## src/rtl/rain_seq_pkg.sv

```systemverilog
// Shared types and sizing for the glyph-rain frame sequencer.
package rain_seq_pkg;

   typedef enum logic [1:0] {
      INTRO = 2'd0,
      RUN   = 2'd1,
      PAUSE = 2'd2
   } seq_state_t;

   localparam int unsigned FRAME_W_DEF = 10;
   localparam int unsigned PAL_W       = 2;
   localparam int unsigned DEB_CNT_W   = 4;

endpackage

```

## src/rtl/btn_debounce.sv

```systemverilog
// Raw button -> 2-FF synchronizer -> frame-rate debounce -> single-cycle press pulse.
module btn_debounce
   import rain_seq_pkg::*;
#(
   parameter int unsigned DEBOUNCE_TICKS = 3
) (
   input  logic clk,
   input  logic rst_n,
   input  logic sample_en,
   input  logic btn_raw,
   output logic press
);

   logic                 sync1_q;
   logic                 sync2_q;
   logic                 level_q;
   logic [DEB_CNT_W-1:0] cnt_q;
   logic                 accept;

   // press is combinational so it lines up with the frame advance of the same vsync edge
   always_comb begin
      accept = sample_en && (sync2_q != level_q)
               && (cnt_q == DEB_CNT_W'(DEBOUNCE_TICKS - 1));
      press  = accept && sync2_q;
   end

   always_ff @(posedge clk or negedge rst_n) begin
      if (!rst_n) begin
         sync1_q <= 1'b0;
         sync2_q <= 1'b0;
         level_q <= 1'b0;
         cnt_q   <= '0;
      end else begin
         sync1_q <= btn_raw;
         sync2_q <= sync1_q;
         if (sample_en) begin
            if (sync2_q == level_q) begin
               cnt_q <= '0;
            end else if (accept) begin
               level_q <= sync2_q;
               cnt_q   <= '0;
            end else begin
               cnt_q <= cnt_q + DEB_CNT_W'(1);
            end
         end
      end
   end

endmodule

```

## src/rtl/rain_frame_sequencer.sv

```systemverilog
// Frame counter, intro/run/pause sequencing and palette select for the glyph-rain datapath.
// Optional macro AUTO_PALETTE_EN: advance palette when the frame counter wraps in RUN.
module rain_frame_sequencer
   import rain_seq_pkg::*;
#(
   parameter int unsigned FRAME_W        = FRAME_W_DEF,
   parameter bit          VS_ACTIVE_LOW  = 1'b1,
   parameter int unsigned DEBOUNCE_TICKS = 3
) (
   input  logic               clk,
   input  logic               rst_n,
   input  logic               vsync_in,
   input  logic               pause_btn,
   input  logic               step_btn,
   input  logic               pal_btn,
   input  logic [1:0]         speed,
   output logic [FRAME_W-1:0] frame_o,
   output logic               intro_done_o,
   output logic [PAL_W-1:0]   pal_sel_o,
   output logic               frame_tick_o,
   output logic               paused_o
);

   logic               vs_q;
   logic               vs_edge;
   logic [1:0]         div_q;
   logic               adv;
   logic               pause_ev;
   logic               step_ev;
   logic               pal_ev;
   logic               frame_wrap;

   seq_state_t         state_q;
   logic [FRAME_W-1:0] frame_q;
   logic               intro_done_q;
   logic               tick_q;
   logic               paused_q;
   logic [PAL_W-1:0]   pal_q;
   logic [PAL_W-1:0]   pal_inc;
   logic [PAL_W-1:0]   pal_d;

   always_ff @(posedge clk or negedge rst_n) begin
      if (!rst_n) vs_q <= 1'b0;
      else        vs_q <= vsync_in;
   end

   always_comb begin
      if (VS_ACTIVE_LOW) vs_edge = vs_q & ~vsync_in;
      else               vs_edge = ~vs_q & vsync_in;
      adv        = vs_edge && (div_q == speed);
      frame_wrap = &frame_q;
   end

   always_ff @(posedge clk or negedge rst_n) begin
      if (!rst_n) begin
         div_q <= '0;
      end else if (vs_edge) begin
         div_q <= adv ? 2'd0 : div_q + 2'd1;
      end
   end

   btn_debounce #(.DEBOUNCE_TICKS(DEBOUNCE_TICKS)) u_pause_deb (
      .clk       (clk),
      .rst_n     (rst_n),
      .sample_en (vs_edge),
      .btn_raw   (pause_btn),
      .press     (pause_ev)
   );

   btn_debounce #(.DEBOUNCE_TICKS(DEBOUNCE_TICKS)) u_step_deb (
      .clk       (clk),
      .rst_n     (rst_n),
      .sample_en (vs_edge),
      .btn_raw   (step_btn),
      .press     (step_ev)
   );

   btn_debounce #(.DEBOUNCE_TICKS(DEBOUNCE_TICKS)) u_pal_deb (
      .clk       (clk),
      .rst_n     (rst_n),
      .sample_en (vs_edge),
      .btn_raw   (pal_btn),
      .press     (pal_ev)
   );

   // Palette increments from the button and the optional wrap are summed, so both may land together.
   always_comb begin
      pal_inc = '0;
      if (pal_ev) pal_inc = PAL_W'(1);
`ifdef AUTO_PALETTE_EN
      if ((state_q == RUN) && adv && frame_wrap) pal_inc = pal_inc + PAL_W'(1);
`endif
      pal_d = pal_q + pal_inc;
   end

   always_ff @(posedge clk or negedge rst_n) begin
      if (!rst_n) begin
         state_q      <= INTRO;
         frame_q      <= '0;
         intro_done_q <= 1'b0;
         tick_q       <= 1'b0;
         paused_q     <= 1'b0;
         pal_q        <= '0;
      end else begin
         tick_q <= 1'b0;
         pal_q  <= pal_d;
         case (state_q)
            INTRO: begin
               if (adv) begin
                  frame_q <= frame_q + FRAME_W'(1);
                  tick_q  <= 1'b1;
                  if (frame_wrap) begin
                     intro_done_q <= 1'b1;
                     state_q      <= RUN;
                  end
               end
            end
            RUN: begin
               if (adv) begin
                  frame_q <= frame_q + FRAME_W'(1);
                  tick_q  <= 1'b1;
               end
               if (pause_ev) begin
                  state_q  <= PAUSE;
                  paused_q <= 1'b1;
               end
            end
            PAUSE: begin
               if (pause_ev) begin
                  state_q  <= RUN;
                  paused_q <= 1'b0;
               end else if (step_ev) begin
                  frame_q <= frame_q + FRAME_W'(1);
                  tick_q  <= 1'b1;
               end
            end
            default: begin
               state_q  <= INTRO;
               paused_q <= 1'b0;
            end
         endcase
      end
   end

   assign frame_o      = frame_q;
   assign intro_done_o = intro_done_q;
   assign pal_sel_o    = pal_q;
   assign frame_tick_o = tick_q;
   assign paused_o     = paused_q;

endmodule

```

## config.mk

```make
export PLATFORM = sky130hd
export DESIGN_NAME = rain_frame_sequencer
export DESIGN_NICKNAME = d
export VERILOG_FILES = /design/src/rtl/rain_seq_pkg.sv /design/src/rtl/btn_debounce.sv /design/src/rtl/rain_frame_sequencer.sv
export SDC_FILE = /design/constraint.sdc
export NUM_CORES = 1
export LEC_CHECK = 0
export CAP_MARGIN = 30
export CORE_ASPECT_RATIO = 1.2
export CORE_MARGIN = 5
export CORE_UTILIZATION = 58
export DETAILED_ROUTE_END_ITERATION = 6
export PLACE_DENSITY = 0.83
export RECOVER_POWER = 100
export SETUP_SLACK_MARGIN = 0.1
export SLEW_MARGIN = 20
export SYNTH_ARGS = -nofsm -noshare
export SYNTH_HDL_FRONTEND = slang
export SYNTH_HIERARCHICAL = 1
export SYNTH_SLANG_ARGS = --single-unit
```

## constraint.sdc

```tcl
create_clock -name clk -period 7.48 [get_ports clk]
set_input_delay 1.496 -clock clk [delete_from_list [all_inputs] [get_ports clk]]
set_output_delay 1.496 -clock clk [all_outputs]
set_load 0.05 [all_outputs]
```

==> metrics.txt <==
final hold slack 364 ps; CTS max path bufs 2; worst-margin pin slew 1350 ps; CTS tree done; WL/cell 15.5 um; Avg Cell Area, Syn 11.6 um^2; Crit Path Class in2reg; detailed-route DRC error count 0; DRT Pass-1 Iters 4; row cnt 22; Netlist cell types 29; worst path buffer plus inverter count 2; initial DRC count between 40 and 50; layout cells sized above 1 0.0524; power density over the cells 317 nW/um^2; H-tree depth 2; RSZ-0062 raised after global routing false; diode count 0; routability cong. about 0.82; peak per-stage delay on the critical path approximately 560 ps; Top delay family on crit path simple AND/OR/NAND/NOR gates; routed via count about 1.3k; Synth Warn # 6; aggregate global routing overflow 0; Hold Path Class reg2reg; CTS Buf Count 5; core area 3080 um^2; Mapped Nets between 150 and 200; Hold Buf Count CTS 0; fin. max-slew vios 0; post-CTS sizing 0; GRT Total Usage 0.178; Layout Skew 12.3 ps; Data arrival, critical path 4420 ps; Yosys top cell by area dfrtp_1; area of the mapped netlist ~1900 um^2; crit-path cells dlygate4sd3_1, nand2b_1, inv_1, nand4_1, nor3b_1, nor2_1, and3_1, nor2_1, mux2_2; postcts setup bufs 0; drt total wl about 3500 um; largest cells by area after synthesis dfrtp_1, xnor2_1, ha_1; die area 4470 um^2; CP Max Fanout 20; worst path required time 7720 ps; fmax 0.239 GHz; setup violators final 0; maximum capacitance violations 0; Rel. slew slack 0.0989; Min Clock Period, post-route 4180 ps; die width 61.9 um; Root Driver clkbuf_4; area grow syn2layout 16.8%; Gate Count Post-Synth 162; starting density of the core 0.607; commonest non-fill, non-tap cell in the layout dfrtp_1; HPWL after DPL 2490 um; Vias/cell ~5.7; vias in the first global route 1,372; Setup crit end kind flip-flop; initial antenna violation count 0; clock insertion delay at the later pin of the skew report 340 ps; Leak 0.000997 uW; die height 72.2 um; first-pass GRT wire length approximately 6000 um; startpoint type of the worst setup path input port; setup TNS 0 ps; #FFs+latches synth 41; Crit path top cell by count nor2_1; Ports 23; most frequent cells in the layout dfrtp_1, inv_1, dlygate4sd3_1; nets@finish 206; sequential fraction of the synthesis area 0.548; Critical-path top delay cell dlygate4sd3_1; Tcrit/Tclk final 0.559; PortBufs 22; TritonCTS Sinks 41; CTS clock-pin slew for the worst setup and hold paths 120 ps; Fin. Hold Viols 0; Post-DRT Antenna Nets 0; largest net degree at the start of global routing 42; status finished, final reports clean; Yosys top cell area share 0.548; Worst IR Drop VDD 0.269 mV
## state kept, by name (all words and copies together) (netlist names), 2 cells and up
signal             count
frame_o               10
u_pal_deb/cnt_q        4
u_pause_deb/cnt_q      4
u_step_deb/cnt_q       4
div_q                  2
pal_sel_o              2
state_q                2
## cell families (layout without fill, tap and decap cells)
logic type	after synthesis	after routing	share of synthesized area
DFF	41	41	0.548
and+or+nand+nor	32	32	0.0949
AOI/OAI and AO/OA	29	29	0.117
buffers and inverters	25	54	0.0508
xor gates and xnor gates	20	20	0.0936
adders and majority gates	8	8	0.0535
muxes	7	7	0.0421
## worst register-to-register path, cell delays in order, from the launching register on
cell and delay (ps):
dfrtp_1 360, nand2b_1 120, inv_1 470, nand4_1 240, nor3b_1 420, nor2_1 120
and3_1 300, nor2_1 230, mux2_2 370
## path summary, 6_finish.rpt
kind,to,depth (start not counted),startpoint,slack (ps)
worst max-delay path,frame_o[1]$_DFFE_PN0P_,9,vsync_in,3300
worst min-delay path,u_step_deb/sync2_q$_DFF_PN0_,0,u_step_deb/sync1_q$_DFF_PN0_,360
worst max register to register,frame_o[1]$_DFFE_PN0P_,8,vs_q$_DFF_PN0_,4760
worst min register to register,u_step_deb/sync2_q$_DFF_PN0_,0,u_step_deb/sync1_q$_DFF_PN0_,360
max in group asynchronous,u_pause_deb/cnt_q[1]$_DFFE_PN0P_,2,rst_n,4560
min in group asynchronous,u_pal_deb/cnt_q[3]$_DFFE_PN0P_,1,rst_n,1210
## report_power, final
group	leakage (uW)	switching, uW	internal [uW]
Combinational	0.000422	139	82.3
Clock	0.0000445	70.3	79.5
Sequential	0.000530	49.4	272
Total	0.000997	258	434
## cells in the mapped netlist
cell       number
nor2_2          1
mux2_1          3
nand2b_1        1
mux2_4          1
nand3_1         4
nor3b_1         3
o311ai_2        3
and3_1          2
and2_1          1
inv_1          23
clkbuf_1        1
o2111ai_1       3
nand4_1         4
o211ai_1        3
xnor2_1        13
o21ai_0         5
nor3_1          1
buf_2           1
xor2_1          7
a21oi_1         2
nand2_1         8
nor4_4          1
mux2i_1         3
dfrtp_1        41
o22ai_1         9
ha_1            8
a21boi_0        3
nor2_1          6
o31ai_1         1
## stage by stage
| stage | instances | setup WS [ps] | total power, uW | util | cell area, um^2 |
|---|---|---|---|---|---|
| final | 227 | 3300 | 692 | 0.709 | 2190 |
| after global routing | 227 | 3060 | 740 | 0.709 | 2190 |
| after CTS | 226 | 3470 | 714 | 0.718 | 2210 |
| after detailed placement | 218 | 3090 | 562 | 0.689 | 2120 |
| after global placement | 218 | 3290 | 544 | 0.689 | 2120 |
| after floorplan | 162 | 3870 | 485 | - | 1870 |
## per-layer routing
| layer | vias up | global-route usage | part of all wire |
|---|---|---|---|
| met5 | - | 0 | 0 |
| met4 | 0 | 0.0896 | 0.016 |
| met3 | 8 | 0.0445 | 0.031 |
| met2 | 31 | 0.289 | 0.53 |
| met1 | 634 | 0.215 | 0.42 |
| li1 | 610 | - | - |
## layout make-up
type	count	area, um^2
Clock buffer	6	51.3
Clock inverter	2	37.5
Fill cell	219	897
Inverter	23	86.3
Multi-Input combinational cell	96	722
Sequential cell	41	1030
Tap cell	36	45.0
Timing Repair Buffer	23	218
(Power assumes the default switching activity.)
